--- config.mk ---
export PLATFORM = sky130hd
export DESIGN_NAME = uart_tx_ctrl
export DESIGN_NICKNAME = d
export VERILOG_FILES = /design/src/rtl/uart_tx_ctrl.sv
export SDC_FILE = /design/constraint.sdc
export NUM_CORES = 1
export LEC_CHECK = 0
export CAP_MARGIN = 10
export CORE_MARGIN = 2
export CORE_UTILIZATION = 44
export DETAILED_ROUTE_END_ITERATION = 10
export GPL_TIMING_DRIVEN = 0
export PLACE_DENSITY = 0.74
export SYNTH_ARGS = -nofsm -noshare
export SYNTH_HDL_FRONTEND = slang
export SYNTH_SLANG_ARGS = --single-unit
--- constraint.sdc ---
create_clock -name clk -period 1.54 [get_ports clk]
set_input_delay 0.308 -clock clk [delete_from_list [all_inputs] [get_ports clk]]
set_output_delay 0.308 -clock clk [all_outputs]
set_load 0.01 [all_outputs]
--- src/rtl/uart_tx_ctrl.sv ---
//------------------------------------------------------------------------------
// uart_tx_ctrl : UART transmit framer (start, LSB-first data, optional parity,
//                stop) paced by an external baud_tick strobe; outputs registered.
// Optional macro UART_TX_TWO_STOP_EN adds a second stop bit (STOP2).
// Revision: 1.0
//------------------------------------------------------------------------------
`default_nettype none

module uart_tx_ctrl #(
  parameter int DATA_WIDTH = 8
) (
  input  logic                  clk,
  input  logic                  rst,
  input  logic                  baud_tick,
  input  logic [DATA_WIDTH-1:0] p_data,
  input  logic                  data_valid,
  input  logic                  par_en,
  input  logic                  parity_bit,
  output logic [DATA_WIDTH-1:0] frame_data,
  output logic                  parity_en,
  output logic                  tx_out,
  output logic                  busy,
  output logic                  tx_done
);

  localparam int              CNT_W    = $clog2(DATA_WIDTH);
  localparam logic [CNT_W-1:0] CNT_LAST = CNT_W'(DATA_WIDTH - 1);

  typedef enum logic [2:0] {
    IDLE   = 3'd0,
    START  = 3'd1,
    DATA   = 3'd2,
    PARITY = 3'd3,
`ifdef UART_TX_TWO_STOP_EN
    STOP   = 3'd4,
    STOP2  = 3'd5
`else
    STOP   = 3'd4
`endif
  } state_t;

  state_t                 state, state_nxt;
  logic [CNT_W-1:0]       cnt, cnt_nxt;
  logic [DATA_WIDTH-1:0]  shift, shift_nxt;
  logic [DATA_WIDTH-1:0]  frame_nxt;
  logic                   par_lat, par_lat_nxt;
  logic                   tx_out_nxt;
  logic                   busy_nxt;
  logic                   parity_en_nxt;
  logic                   tx_done_nxt;

  always_ff @(posedge clk or posedge rst) begin
    if (rst) begin
      state <= IDLE;
    end else begin
      state <= state_nxt;
    end
  end

  always_ff @(posedge clk or posedge rst) begin
    if (rst) begin
      cnt        <= '0;
      shift      <= '0;
      frame_data <= '0;
      par_lat    <= 1'b0;
      tx_out     <= 1'b1;
      busy       <= 1'b0;
      parity_en  <= 1'b0;
      tx_done    <= 1'b0;
    end else begin
      cnt        <= cnt_nxt;
      shift      <= shift_nxt;
      frame_data <= frame_nxt;
      par_lat    <= par_lat_nxt;
      tx_out     <= tx_out_nxt;
      busy       <= busy_nxt;
      parity_en  <= parity_en_nxt;
      tx_done    <= tx_done_nxt;
    end
  end

  always_comb begin
    state_nxt   = state;
    cnt_nxt     = cnt;
    shift_nxt   = shift;
    frame_nxt   = frame_data;
    par_lat_nxt = par_lat;

    case (state)
      IDLE: begin
        // Acceptance ignores baud_tick; the start bit runs until the next tick.
        if (data_valid) begin
          state_nxt   = START;
          shift_nxt   = p_data;
          frame_nxt   = p_data;
          par_lat_nxt = par_en;
          cnt_nxt     = '0;
        end
      end
      START: begin
        if (baud_tick) begin
          state_nxt = DATA;
          cnt_nxt   = '0;
        end
      end
      DATA: begin
        if (baud_tick) begin
          shift_nxt = shift >> 1;
          if (cnt == CNT_LAST) begin
            cnt_nxt   = '0;
            state_nxt = par_lat ? PARITY : STOP;
          end else begin
            cnt_nxt = cnt + 1'b1;
          end
        end
      end
      PARITY: begin
        if (baud_tick) begin
          state_nxt = STOP;
        end
      end
      STOP: begin
        if (baud_tick) begin
`ifdef UART_TX_TWO_STOP_EN
          state_nxt = STOP2;
`else
          state_nxt = IDLE;
`endif
        end
      end
`ifdef UART_TX_TWO_STOP_EN
      STOP2: begin
        if (baud_tick) begin
          state_nxt = IDLE;
        end
      end
`endif
      default: begin
        state_nxt = IDLE;
      end
    endcase
  end

  // Outputs are decoded from the next state so the registered copies line up
  // with the state they describe.
  always_comb begin
    tx_out_nxt    = 1'b1;
    busy_nxt      = (state_nxt != IDLE);
    parity_en_nxt = (state == IDLE) && (state_nxt == START);
    tx_done_nxt   = (state != IDLE) && (state_nxt == IDLE);

    case (state_nxt)
      START:   tx_out_nxt = 1'b0;
      DATA:    tx_out_nxt = shift_nxt[0];
      PARITY:  tx_out_nxt = parity_bit;
      default: tx_out_nxt = 1'b1;
    endcase
  end

endmodule

`default_nettype wire
* Word level (Yosys, flattened, before mapping)
Index checks and enable logic that the tools add are counted.
Storage, ports and cells: flip-flop bits (word level) 27, input bits 14, output and inout bits 12, logic and storage cells 50
Operators by class: add/subtract/negate cells 1, equal/unequal tests 11, mux-type cells 17, reduce and logical (&&, ||, !) cells 11
Operator list (number):
- $mux W3 | 11
- $mux W8 | 2
- $pmux W8 S2 | 1
- $pmux W3 S5 | 1
- $eq A3 B2 Y1 const B | 4
- $pmux W3 S3 | 1
- $reduce_bool A3 Y1 | 3
- $eq A3 B1 Y1 const B | 2
- $eq A3 B3 Y1 const B | 2
- $logic_not A3 Y1 | 2
- $ne A2 B2 Y1 const B | 3
- $reduce_and A4 Y1 | 1
- $add A3 B1 Y3 const B | 1
- $pmux W1 S3 | 1
- $reduce_and A3 Y1 | 1
- $logic_and A1 B1 Y1 | 2
- $reduce_and A2 Y1 | 1
- $reduce_bool A2 Y1 | 1

* Longest topological paths before layout
word-level depth 6, mapped depth 6, depth with buffers taken out 6

* Worst setup path before layout
No wires, ideal clock.
path kind reg2reg, start point register cnt[0], end point register busy, setup time 0.131 ns, data arrival time 1.482 ns, required time 1.409 ns, setup slack -0.073 ns, stages on the path, launching flop included 7, period minus slack after synthesis 1.613 ns, cells stage by stage dfrtp_1 ha_1 ha_1 nor2b_1 o211ai_1 and2_1 or3_1
On the way: longest elaborated chain between the ends 5
RTL lines:
- from (decl) | RTL line 43 | logic [CNT_W-1:0] cnt, cnt_nxt;
- from (signal assigned) | RTL line 71 | cnt <= cnt_nxt;
- $eq A3 B3 Y1 | RTL line 109 | if (cnt == CNT_LAST) begin
- $mux W3 | RTL line 109
- $mux W3 | RTL line 107 | if (baud_tick) begin
- $pmux W3 S5 | RTL line 89 | case (state)
- via state_nxt[1] | RTL line 42 | state_t state, state_nxt;
- $reduce_bool A3 Y1 | RTL line 148 | busy_nxt = (state_nxt != IDLE);
- via busy_nxt | RTL line 48 | logic busy_nxt;
- to (signal assigned) | RTL line 76 | busy <= busy_nxt;
- to (decl) | RTL line 22 | output logic busy,
The timed path passes the listed nets, and every way through them passes these cells. A chain may end at the register's enable or synchronous reset.

* Final worst setup path
start point register state[0], end point register busy
On the way: longest elaborated chain between the ends 4, elaborated cells between the ends (all ways) 13
RTL lines:
- from (decl) | RTL line 42
- from (signal assigned) | RTL line 56 | state <= state_nxt;
- $mux W3 | RTL line 109
- $mux W3 | RTL line 107
- $pmux W3 S5 * | RTL line 89
- via state_nxt[0] | RTL line 42
- $reduce_bool A3 Y1 * | RTL line 148
- via busy_nxt | RTL line 48
The timed path passes the listed nets; every way through them passes the cells marked *.

==> results.yml <==
placed_design:
  port-buffer-count: 25
  dp_cells: 150
  gp_congestion: 0.843
  hpwl_um: 1630
  post_dp_cell_area_mm2: 0.00152
status:
  violations: "setup timing"
  status: "finished with violations"
sta:
  fin_hold_ws_ns: 0.476
  maxSlewHeadroom_pct: 33.1
  worst_slack_ns: -0.164
  post-route-period-util_pct: 111
  fmax_mhz: 587
  finalSetupViolCount: 6
  rsz0062_at_grt: "yes"
  min_period_ns: 1.70
  tns_ns: -0.472
  hold_viol_final: 0
  skew_ns: 0.00417
  finalMaxSlewViolations: 0
  worstMarginPinSlew_ns: 1.00
pwr:
  power_density_mw_per_mm2: 1870
  clkPwrFrac_pct: 10.4
  irDropWorstVdd_mv: 1.12
  p_seq_share_pct: 38.5
  total_power_mw: 3.19
  leakagePower_nw: 0.808
  swShare_pct: 36.5
  p_comb_share_pct: 51.1
  power.switching_mw: 1.17
  internal_power_mw: 2.03
layout:
  nFillCells: 192
  postLayoutCellArea_mm2: 0.00171
  final_cells: 165
  area_growth_pct: 41.5
  ff_latch_area_um2: 681
  multi_input_area_um2: 551
  layout-drive-gt1-share_pct: 33.3
  fin_nets: 152
  n_antenna_cell: 0
flow_run:
  cap_viol_max_count: 0
global_route:
  overflow: 0
  grt_max_degree: 28
  track_usage_pct: 18.7
  antenna_found_initial: 0
  first_global_vias: 1006
  grt_first_pass_wirelength_um: 4600
worst_setup_path:
  cp-start-kind: "register"
  crit_path_max_fanout: 10
  max_stage_delay_ns: 0.48
  cp_top_family: "simple AND/OR/NAND/NOR gates"
  path_buf_inv: 2
  rr_worst_depth: 5
  crit_path_cell_trace: "buf_4 > nor3b_1 > a311oi_4 > inv_2 > or3_1"
  critPathSlowestCell: "dfrtp_2"
  required_ns: 1.78
  path_depth: 5
  endpoint_kind: "register"
  cp_data_arrival_time_ns: 1.95
  crit_type: "reg -> reg"
floorplanning:
  die_w_um: 56.4
  core_area_mm2: 0.00254
  dieArea_mm2: 0.00318
  start_util_pct: 47.4
  die_h_um: 56.4
  num_rows: 18
  num_io_pins: 26
synth:
  synth-seq-cells: 27
  yosysTopAreaCellShare_pct: 53.9
  syn-cell-area_mm2: 0.00121
  yosysUniqueCellTypes: 34
  synth-edff-count: 0
  synthFlopType: "dfrtp_1"
  synth_cells: 95
  syn_nets: 111
  async_flop_share_pct: 100
  syn_avg_cell_area_um2: 12.7
  seq_area_frac_synth_pct: 56.1
  yosysWarnings: 0
  synthTopCellsByArea: "dfrtp_1 54%, mux2_2 8.4%, nand2_1 4.0%"
  synth_area_leader_cell: "dfrtp_1"
routing:
  viasPerCell: 5.64
  drt-total-wl_um: 2720
  ant_nets: 0
  drtIter0Drc: 30
  drc: 0
  wire_per_inst_um: 16.5
  first_pass_iters: 4
  vias: 931
cts:
  cts_root_buf: "clkbuf_4"
  tritoncts: "built"
  clkSinkCount: 27
  cts_max_level: 1
  cts-buffers-inserted: 3
  insertion_delay_ns: 0.34
  clkSlewWorstSetupHoldPaths_ns: 0.16
  ctsHoldBuffers: 0
  clock_path_buffers: 2
worst_hold_path:
  min_path_type: "in -> async"
placed cells by master, fill, tap and decap left out, types with 2 or more instances in the layout:
cell             count
clkbuf_4             3
mux2_2               5
nor3b_1              2
clkdlybuf4s50_1     12
nand2_1             13
dfrtp_1             23
a31oi_1              2
nor2b_1              2
o21ai_0              2
mux2_4               6
dlymetal6s2s_1       3
dfrtp_2              3
buf_6                5
buf_4                8
a22oi_1              6
dlygate4sd2_1       10
inv_1                2
stage by stage:
stage	utilization [%]	setup slack [ns]
finish	67.1	-0.164
global placement	59.6	-0.515
detailed placement	59.6	-0.544
CTS	64.7	-0.0911
global route	67.1	-0.245
floorplan	-	-0.0256
per-layer routing:
layer  global-route usage (%)  wire (µm)  vias up
li1                         -          -      423
met1                     22.2       1150      471
met2                     31.9       1380       28
met3                     3.23        130        9
met4                     10.5         73        0
met5                        0          0        -
timing repair:
action	CTS	global route
gates resized for setup	19	14
buffers inserted	10	1
setup endpoints to repair	17	14
pin swaps	4	5
state kept, by name, indices dropped and copies added, names as in the netlist:
name / count
cnt: 3
parity_en: 1
busy: 1
tx_out: 1
frame_data: 8
state: 3
par_lat: 1
shift: 8
tx_done: 1
worst paths after layout:
kind	endpoint	slack (ns)	start
min reg2reg	shift[5]$_DFFE_PP0P_	0.50	shift[5]$_DFFE_PP0P_
min	frame_data[7]$_DFFE_PP0P_	0.48	rst
min in group clk	shift[5]$_DFFE_PP0P_	0.50	shift[5]$_DFFE_PP0P_
max	busy$_DFF_PP0_	-0.16	state[0]$_DFF_PP0_
max reg2reg	busy$_DFF_PP0_	-0.16	state[0]$_DFF_PP0_
max in group asynchronous	state[2]$_DFF_PP0_	0.40	rst
cell families (layout without fill, tap and decap cells):
kind of cell	count (synthesis)	after routing	synth area share [%]
buffers and inverters	7	47	3.53
AO/OA/AOI/OAI	17	17	12.4
flip-flops	27	27	56.1
AND/OR/NAND/NOR	30	30	14.6
multiplexers	12	12	11.2
adder cells (fa/ha/maj)	2	2	2.07
cell usage after synthesis, types with 2 or more instances:
cell,number
ha_1,2
inv_1,2
and2_1,2
nor3b_1,2
mux2_2,9
mux2_1,3
o21ai_0,2
a22oi_1,6
a31oi_1,2
buf_4,2
dfrtp_1,26
nand2_1,13
nor2b_1,3
final cells by class:
cell class | instances | area share (%)
Buffer | 4 | 2.64
Clock buffer | 3 | 1.32
Clock inverter | 1 | 0.440
Inverter | 3 | 0.660
Multi-Input combinational cell | 61 | 32.3
Sequential cell | 27 | 39.9
Tap cell | 30 | 2.20
Timing Repair Buffer | 36 | 20.6
power by group through the flow:
stage / Clock [mW] / Sequential, mW / Combinational [mW]
2_1_floorplan: 0 / 1.30 / 0.754
3_3_place_gp: 0 / 1.24 / 1.27
3_5_place_dp: 0 / 1.27 / 1.32
4_1_cts: 0.339 / 1.23 / 1.44
5_1_grt: 0.358 / 1.27 / 1.77
6_report: 0.333 / 1.23 / 1.63
No activity file was read; power rests on OpenSTA's default activity.
